--- src/rtl/tdc_sar.sv ---
// Successive-approximation TDC controller: drives a binary-weighted delay line MSB-first,
// samples an edge arbiter once per bit, and optionally averages 2^AVG_LOG2 passes.
module tdc_sar #(
  parameter int unsigned WIDTH    = 8,
  parameter int unsigned SETTLE   = 3,
  parameter int unsigned AVG_LOG2 = 0
) (
  input  logic             clk_i,
  input  logic             rst_ni,
  input  logic             start_i,
  input  logic             abort_i,
  input  logic             arb_i,
  output logic [WIDTH-1:0] dly_code_o,
  output logic             fire_o,
  output logic             busy_o,
  output logic             valid_o,
  output logic [WIDTH-1:0] out_o
);

  localparam int unsigned IDX_W     = $clog2(WIDTH);
  localparam int unsigned CNT_W     = (SETTLE > 1) ? $clog2(SETTLE) : 1;
  localparam int unsigned ACC_W     = WIDTH + AVG_LOG2;
  localparam int unsigned PASS_W    = (AVG_LOG2 > 0) ? AVG_LOG2 : 1;
  localparam int unsigned LAST_PASS = (1 << AVG_LOG2) - 1;

  typedef enum logic [2:0] {
    S_IDLE,
    S_FIRE,
    S_WAIT,
    S_DECIDE,
    S_DONE
  } state_e;

  state_e             state_q;
  logic [WIDTH-1:0]   code_q;
  logic [WIDTH-1:0]   dly_q;
  logic [WIDTH-1:0]   out_q;
  logic               fire_q;
  logic               busy_q;
  logic               valid_q;
  logic [IDX_W-1:0]   idx_q;
  logic [CNT_W-1:0]   cnt_q;
  logic [ACC_W-1:0]   acc_q;
  logic [PASS_W-1:0]  pass_q;

  logic [WIDTH-1:0]   trial_d;
  logic [WIDTH-1:0]   decided_d;
  logic [ACC_W-1:0]   acc_d;
  logic               pass_last_d;

  // Trial keeps the decided upper bits and sets the bit under test; the arbiter keeps or drops it.
  always_comb begin
    trial_d     = code_q | (WIDTH'(1) << idx_q);
    decided_d   = arb_i ? dly_q : code_q;
    acc_d       = acc_q + ACC_W'(decided_d);
    pass_last_d = (pass_q == PASS_W'(LAST_PASS));
  end

  always_ff @(posedge clk_i or negedge rst_ni) begin
    if (!rst_ni) begin
      state_q <= S_IDLE;
      code_q  <= '0;
      dly_q   <= '0;
      out_q   <= '0;
      fire_q  <= 1'b0;
      busy_q  <= 1'b0;
      valid_q <= 1'b0;
      idx_q   <= IDX_W'(WIDTH - 1);
      cnt_q   <= '0;
      acc_q   <= '0;
      pass_q  <= '0;
    end else begin
      fire_q  <= 1'b0;
      valid_q <= 1'b0;
      if (abort_i && (state_q != S_IDLE)) begin
        // Cancel drops all partial work; out_q keeps the last published result.
        state_q <= S_IDLE;
        busy_q  <= 1'b0;
        dly_q   <= '0;
        code_q  <= '0;
        acc_q   <= '0;
        pass_q  <= '0;
        idx_q   <= IDX_W'(WIDTH - 1);
        cnt_q   <= '0;
      end else begin
        case (state_q)
          S_IDLE: begin
            dly_q <= '0;
            if (start_i && !abort_i) begin
              state_q <= S_FIRE;
              busy_q  <= 1'b1;
            end else begin
              busy_q <= 1'b0;
            end
          end
          S_FIRE: begin
            dly_q   <= trial_d;
            fire_q  <= 1'b1;
            cnt_q   <= CNT_W'(SETTLE - 1);
            state_q <= S_WAIT;
          end
          S_WAIT: begin
            if (cnt_q == '0) begin
              state_q <= S_DECIDE;
            end else begin
              cnt_q <= cnt_q - CNT_W'(1);
            end
          end
          S_DECIDE: begin
            if (idx_q == '0) begin
              acc_q  <= acc_d;
              code_q <= '0;
              idx_q  <= IDX_W'(WIDTH - 1);
              if (pass_last_d) begin
                pass_q  <= '0;
                dly_q   <= '0;
                state_q <= S_DONE;
              end else begin
                pass_q  <= pass_q + PASS_W'(1);
                state_q <= S_FIRE;
              end
            end else begin
              code_q  <= decided_d;
              idx_q   <= idx_q - IDX_W'(1);
              state_q <= S_FIRE;
            end
          end
          S_DONE: begin
            out_q   <= WIDTH'(acc_q >> AVG_LOG2);
            acc_q   <= '0;
            valid_q <= 1'b1;
            state_q <= S_IDLE;
          end
          default: state_q <= S_IDLE;
        endcase
      end
    end
  end

  assign dly_code_o = dly_q;
  assign fire_o     = fire_q;
  assign busy_o     = busy_q;
  assign valid_o    = valid_q;
  assign out_o      = out_q;

endmodule

--- config.mk ---
export PLATFORM = sky130hd
export DESIGN_NAME = tdc_sar
export DESIGN_NICKNAME = d
export VERILOG_FILES = /design/src/rtl/tdc_sar.sv
export SDC_FILE = /design/constraint.sdc
export NUM_CORES = 1
export LEC_CHECK = 0
export BUFFER_PORTS_ARGS = -buffer_cell sky130_fd_sc_hd__buf_2
export CAP_MARGIN = 20
export CELL_PAD_IN_SITES_DETAIL_PLACEMENT = 0
export CELL_PAD_IN_SITES_GLOBAL_PLACEMENT = 1
export CORE_ASPECT_RATIO = 1.4
export CORE_UTILIZATION = 35
export DETAILED_ROUTE_END_ITERATION = 8
export PLACE_DENSITY_LB_ADDON = 0.1
export SYNTH_ARGS = -nofsm -noshare
export SYNTH_HDL_FRONTEND = slang
export SYNTH_SLANG_ARGS = --single-unit
--- constraint.sdc ---
create_clock -name clk_i -period 5.8 [get_ports clk_i]
set_clock_uncertainty 0.05 [all_clocks]
set_input_delay 1.16 -clock clk_i [delete_from_list [all_inputs] [get_ports clk_i]]
set_output_delay 1.16 -clock clk_i [all_outputs]
set_load 0.02 [all_outputs]
==> Yosys cells after proc, flatten, opt, wreduce, memory -nomap -nowiden <==
Cells that the tools add are included.
{ "op_classes": {"reduce_logical": 19, "shifts": 1, "addsub": 4, "mux": 34, "n_eq_ne": 9, "n_bitwise": 2} }
{ "ops": {"columns": ["op", "count"], "rows": [
  ["8-bit 2-to-1 mux", 9],
  ["3-bit 2-to-1 mux", 8],
  ["8-bit case mux with 3 select lines", 1],
  ["8-bit case mux with 2 select lines", 1],
  ["3-bit != test, second input constant", 5],
  ["3-bit case mux with 4 select lines", 1],
  ["1-bit 2-to-1 mux", 11],
  ["2-bit AND reduction", 5],
  ["3-bit nonzero test", 3],
  ["8-bit adder", 1],
  ["8-bit bitwise OR", 1],
  ["1-bit by 3-bit << shifter with 8-bit output, first input constant", 1],
  ["3-bit by 2-bit equality test with 1-bit output, second input constant", 2],
  ["3-bit zero test", 2],
  ["2-bit nonzero test", 3],
  ["2-bit 2-to-1 mux", 2],
  ["2-bit case mux with 2 select lines", 1],
  ["4-bit nonzero test", 1],
  ["3-bit by 1-bit equality test with 1-bit output, second input constant", 1],
  ["3-bit equality test, second input constant", 1],
  ["3-bit AND reduction", 1],
  ["3-bit by 1-bit subtractor with 3-bit output, second input constant", 1],
  ["1-bit logical AND", 2],
  ["2-bit zero test", 1],
  ["other kinds (4)", 4]
]} }
{ "totals": {"regBits": 44, "output_inout_bits": 19, "elab_cells": 80} }

==> Logic depth before layout (Yosys ltp) <==
Gate-level depths: netlist (run 1).
{ "logic_depth": {"depth_word": 5, "mapped_depth": 10, "depth_no_buf": 9} }

==> Least setup slack after synthesis (run 1) <==
No wires, ideal clock.
{ "synth_path": {"path_kind": "input to register", "start": "input arb_i", "end": "register acc_q[7]", "n_path_buf": 1, "setup_slack_ps": 2542, "arrival_time_ps": 3129, "required_ps": 5671, "path_stages": 8, "setup_ps": 79, "cell_sequence": "buf_4 -> mux2_2 -> ha_1 -> a211oi_2 -> nor3_1 -> or4_4 -> a211o_1 -> mux2i_1"} }
{ "synth_between": {"elab_chain_cells": 5} }
{ "synth_rtl": {"columns": ["element", "line", "rtl"], "rows": [
  ["from (decl)", "12", "input logic arb_i,"],
  ["8-bit 2-to-1 mux", "54", "decided_d = arb_i ? dly_q : code_q;"],
  ["8-bit adder", "55", "acc_d = acc_q + ACC_W'(decided_d);"],
  ["8-bit 2-to-1 mux", "110", "if (idx_q == '0) begin"],
  ["8-bit case mux with 2 select lines", "86", "case (state_q)"],
  ["8-bit 2-to-1 mux", "75", "if (abort_i && (state_q != S_IDLE)) begin"],
  ["to (signal assigned)", "70", "acc_q <= '0;"],
  ["to (signal assigned)", "81", "acc_q <= '0;"],
  ["to (signal assigned)", "111", "acc_q <= acc_d;"],
  ["to (decl)", "43", "logic [ACC_W-1:0] acc_q;"]
]} }
Every way passes these cells. The select of a mux whose other input is x is not followed.
A chain may end at the register's enable or synchronous reset.

==> Worst setup path after layout (run 1) <==
Ends and elaborated chain as after synthesis.

==> results of run 1 <==
-- metrics by stage --
stage / power (uW) / utilization [%] / hold WS (ns) / cells / setup WS [ns]
2_1_floorplan: 406 / - / 0.395 / 200 / 2.54
3_3_place_gp: 429 / 38.7 / 0.435 / 289 / 2.38
3_5_place_dp: 433 / 38.7 / 0.436 / 289 / 2.31
4_1_cts: 647 / 40.4 / 0.453 / 297 / 2.63
5_1_grt: 678 / 40.8 / 0.483 / 298 / 2.50
6_report: 639 / 40.8 / 0.447 / 298 / 2.62
-- cells in the final DEF (no fill, tap or decap), types with 2 or more instances in the layout --
cell	n
o21bai_1	3
nand3_1	3
nand2_1	11
nand2b_1	2
buf_2	23
clkbuf_8	7
o21ai_1	2
xnor2_1	5
o21ai_0	13
a22o_1	14
a31oi_1	3
nor2_1	5
o31ai_1	2
a21oi_1	18
dfrtp_1	40
inv_1	12
a21o_1	2
dfstp_2	3
a22oi_1	2
mux2_2	14
ha_1	13
mux2i_1	4
nor3_1	7
-- power breakdown --
part / total [uW] / switching, uW / internal, uW
Clock: 212 / 103 / 108
Combinational: 95.4 / 61.4 / 34.0
Sequential: 332 / 17.5 / 315
Total: 639 / 182 / 457
-- critical path, stage by stage --
cell and delay [ns]:
buf_2 0.23, mux2_2 0.41, ha_1 0.31, a211oi_2 0.22, nor3_1 0.10, or4_4 0.49, a211o_1 0.30, mux2i_1 0.12
-- logic make-up (layout without fill, tap and decap cells) --
| group | count (synthesis) | in the layout | share of synthesized area, % |
|---|---|---|---|
| AOI/OAI and AO/OA | 67 | 67 | 20.1 |
| adders and majority gates | 14 | 14 | 8.20 |
| muxes | 18 | 18 | 8.87 |
| DFF | 43 | 43 | 48.5 |
| buffers and inverters | 19 | 45 | 4.15 |
| and+or+nand+nor | 33 | 33 | 7.86 |
| xor gates and xnor gates | 6 | 6 | 2.36 |
-- per-layer routing --
metal  wire (um)  vias to the layer above  share of wire (%)  global-route usage, %
li1            -                      780                  -                      -
met1        2290                      830                 45                   21.6
met2        2610                       34                 51                   28.5
met3         131                        4                2.6                   2.80
met4          49                        0               0.96                   5.27
met5           0                        -                  0                      0
-- final timing paths --
| path | end | slack, ns | cells past startpoint | from |
|---|---|---|---|---|
| min in group asynchronous | acc_q[0]$_DFFE_PN0P_ | 0.72 | 1 | rst_ni |
| hold / removal | acc_q[7]$_DFFE_PN0P_ | 0.45 | 1 | acc_q[7]$_DFFE_PN0P_ |
| setup / recovery | acc_q[7]$_DFFE_PN0P_ | 2.62 | 8 | arb_i |
| max in group asynchronous | idx_q[1]$_DFFE_PN1P_ | 4.43 | 2 | rst_ni |
| hold reg to reg | acc_q[7]$_DFFE_PN0P_ | 0.45 | 1 | acc_q[7]$_DFFE_PN0P_ |
| setup reg to reg | acc_q[7]$_DFFE_PN0P_ | 3.41 | 7 | dly_code_o[1]$_DFFE_PN0P_ |
-- sequential cells by signal, indices dropped and copies added, names as in the netlist --
register,count
state_q,3
busy_o,1
out_o,8
code_q,8
dly_code_o,8
idx_q,3
valid_o,1
fire_o,1
cnt_q,2
acc_q,8
-- final cells by class --
type	count	share of cell area (%)
clock buffer	7	3.83
clock inverter	1	0.299
inverter	13	1.94
multi-input combinational	138	42.0
sequential	43	43.0
tap	72	3.58
timing repair buffer	24	5.38
==> results.cfg, run 1 <==
[yosys]
syn_nets = 219
ys_top_cells_by_area = dfrtp_1, ha_1, mux2_2
yosysMostFrequentCell = dfrtp_1
ys.warnings.count = 0
yosys-top-cells-count = dfrtp_1, a21oi_1, a22o_1, mux2_2
async_reset_ff_share_pct = 100
syn_inst = 200
synth_edf_count = 0
synth_top_area_share_pct = 44.9
syn_area_sq_um = 2230
synth_cell_type_count = 41
ys.flop_type = dfrtp_1
yosysTopAreaCell = dfrtp_1
synth_seq_area_share_pct = 48.5
syn_area_per_cell_sq_um = 11.1
ys_ff_latch = 43

[status]
outcome = completed

[sta]
slew_violations = 0
finalHoldViolCount = 0
fin_crit_ns = 3.18
period_share_pct = 54.8
tns_ns = 0
slew_headroom_pct = 41.8
grt_setup_unrepaired = no
clock.fmax_mhz = 314
setup_viol = 0
worst_pin_slew_ns = 0.870

[layout]
seqCellArea_sq_um = 1080
drive_above_1_share_pct = 24.3
diodes = 0
n_fill_cell = 606
area_growth_syn_to_layout_pct = 12.8
nets = 244
multi_input_area_sq_um = 1060
stdcell_area_sq_um = 2510

[route]
firstDrtPassIters = 4
ant_nets = 0
drt-total-wl_um = 5090
drc = 0
drt_iter0_drc = 84
wl_per_cell_um = 17.1
vias = 1648
vias_per_cell = 5.53

[critical_path]
cp.required_ns = 5.97
cp_max_fo = 9
cp-start-kind = input pin
arrival_ns = 3.35
criticalPathCategory = input pin to register
critPathCaptureType = register

[grt]
grtUsageTotal_pct = 16.6
grt_overflow_total = 0
grt_pass1_wl_um = 8610
grt_start_max_net_pins = 44
antenna_found_initial = 0
grt_pass1_vias = 1669

[floorplan]
std_cell_rows = 34
die_w_um = 69.4
coreArea_sq_um = 6170
dieHeight_um = 96.4
start_util_pct = 36.1
die-area_sq_um = 6690
io-pin-count = 24

[placed_design]
dp_hpwl_um = 3630
io_buffers = 23
place_congestion = 0.790
place_area_sq_um = 2390

[power_and_ir_drop]
leakagePower_uw = 0.00126
irDropWorstVdd_mv = 0.120
p_per_area_nw_per_um2 = 254

[clock_network]
clk-insertion-delay-late_ns = 0.29
clkSlewWorstSetupHoldPaths_ns = 0.09
post_cts_buffers = 0
cts_sinks = 43
clockBufferDepth = 2
hold_buffers = 0
cts_tree = yes
cts-root-buf = clkbuf_8
htree_levels = 2
post_cts_resized = 0
cts_buffers = 5

[run]
cap_violations = 0

[hold_path]
worstHoldPathType = register to register
(Power assumes the default switching activity.)
==> run 2: changes to the inputs <==
Settings changed: ABC_AREA set to 1.
Clock period 5.8 ns to 2.6 ns, I/O delays scaled along.
==> results.cfg, run 2 <==
[status]
outcome = completed

[yosys]
syn_area_sq_um = 2360
ys.warnings.count = 0
synth_edf_count = 0
yosys-top-cells-count = nand2_1, dfrtp_1, inv_1
syn_nets = 311
syn_area_per_cell_sq_um = 8.09
ys.flop_type = dfrtp_1
yosysMostFrequentCell = nand2_1
synth_seq_area_share_pct = 45.7
ys_top_cells_by_area = dfrtp_1, nand2_1, ha_1
yosysTopAreaCell = dfrtp_1
syn_inst = 292
ys_ff_latch = 43
async_reset_ff_share_pct = 100
synth_top_area_share_pct = 42.4
synth_cell_type_count = 31

[sta]
worst_pin_slew_ns = 0.576
slew_headroom_pct = 61.6
tns_ns = 0
setup_viol = 0
fin_crit_ns = 1.95
period_share_pct = 74.8
finalHoldViolCount = 0
grt_setup_unrepaired = no
fin_ws_ns = 0.655
slew_violations = 0
clock.fmax_mhz = 514

[clock_network]
post_cts_buffers = 0
cts_tree = yes
cts_sinks = 43
cts_buffers = 5
clkSlewWorstSetupHoldPaths_ns = 0.08
clockBufferDepth = 2
post_cts_resized = 0
clk-insertion-delay-late_ns = 0.30
hold_buffers = 0
htree_levels = 2
cts-root-buf = clkbuf_8

[critical_path]
crit_top_cell = nand3_1
arrival_ns = 2.09
criticalPathCategory = input pin to register
cp.required_ns = 2.74
worst_path_max_delay_cell = fa_1
crit_path_cell_trace = buf_2 -> o21ai_0 -> ha_1 -> fa_1 -> nand2_1 -> nand3_1 -> nand3b_1 -> nand3_1 -> nand3_1 -> nand2_1
cpPeakStageDelay_ns = 0.41
cp_max_fo = 17
cp-start-kind = input pin
critPathCaptureType = register

[power_and_ir_drop]
p_per_area_nw_per_um2 = 657
leakagePower_uw = 0.00152
finalPower_uw = 1760
irDropWorstVdd_mv = 0.368

[route]
firstDrtPassIters = 4
vias = 1870
drt_iter0_drc = 61
drt-total-wl_um = 5210
drc = 0
wl_per_cell_um = 13.1
ant_nets = 0
vias_per_cell = 4.72

[layout]
nets = 340
mostFrequentLayoutCell = nand2_1
mostFrequentLayoutCells = nand2_1, dfrtp_1, inv_1, o21ai_0, buf_2
area_growth_syn_to_layout_pct = 13.6
drive_above_1_share_pct = 16.5
final_util_pct = 40.8
diodes = 0

[grt]
grt_start_max_net_pins = 44
grt_pass1_wl_um = 9050
grt_pass1_vias = 1910
grt_overflow_total = 0
antenna_found_initial = 0
grtUsageTotal_pct = 16.6

[placed_design]
place_congestion = 0.743
io_buffers = 23
dp_hpwl_um = 3800
post-place-ws_ns = 0.316

[run]
cap_violations = 0

[floorplan]
die-area_sq_um = 7080
dieHeight_um = 99.2
io-pin-count = 24
coreArea_sq_um = 6570
start_util_pct = 35.9
die_w_um = 71.4
std_cell_rows = 35

[hold_path]
worstHoldPathType = input pin to async pin
==> run 2: kinds of logic (layout without fill, tap and decap cells) <==
kind of cell    after synthesis  count (layout)  synth area share, %
fa+ha+maj                    14              14                 7.74
xor+xnor                      2               2                0.742
buf+inv                      46              76                 7.90
compound gates               39              39                 9.75
simple gates                148             148                 28.1
flops                        43              43                 45.7
==> run 2: report_power, final <==
part / switching, uW / internal, uW
clock: 241 / 311
combinational: 295 / 132
sequential: 53.3 / 730
total: 589 / 1170
==> run 2: per-stage QoR <==
stage                     hold slack [ns]  area (sq um)  std cells
after floorplan                     0.174          2360        292
after global placement              0.406          2560        388
after detailed placement            0.410          2560        388
after CTS                           0.270          2680        396
after global routing                0.304          2680        396
final                               0.243          2680        396
==> run 2: final timing paths <==
check,slack (ns),start,cells past startpoint,to
max,0.65,arb_i,10,acc_q[6]$_DFFE_PN0P_
min,0.24,rst_ni,2,valid_o$_DFF_PN0_
max reg2reg,0.74,dly_code_o[0]$_DFFE_PN0P_,10,acc_q[6]$_DFFE_PN0P_
min reg2reg,0.43,out_o[2]$_DFFE_PN0P_,2,out_o[2]$_DFFE_PN0P_
max in group asynchronous,1.86,rst_ni,2,code_q[5]$_DFFE_PN0P_
min in group clk_i,0.40,start_i,3,busy_o$_DFFE_PN0P_
==> run 2: worst max-delay path: cells and delay by family <==
family | cells | cell delay, ns
and+or+nand+nor | 6 | 0.48
buffers and inverters | 1 | 0.25
adders and majority gates | 2 | 0.66
AOI/OAI and AO/OA | 1 | 0.18
==> run 2: final cells by class <==
class / instances / area, sq um
fill: 720 / 3890
multi-input combinational: 203 / 1090
sequential: 43 / 1080
inverter: 43 / 166
timing repair buffer: 25 / 130
tap: 74 / 92.6
clock buffer: 6 / 82.6
clock inverter: 2 / 35.0
==> run 2: metal layers <==
metal  global-route usage, %  vias up  routed length (um)
met5                       0        -                   0
met4                    5.69        0                  81
met3                    3.04        5                 113
met2                    29.0       24                2680
met1                    20.3      863                2330
li1                        -      978                   -
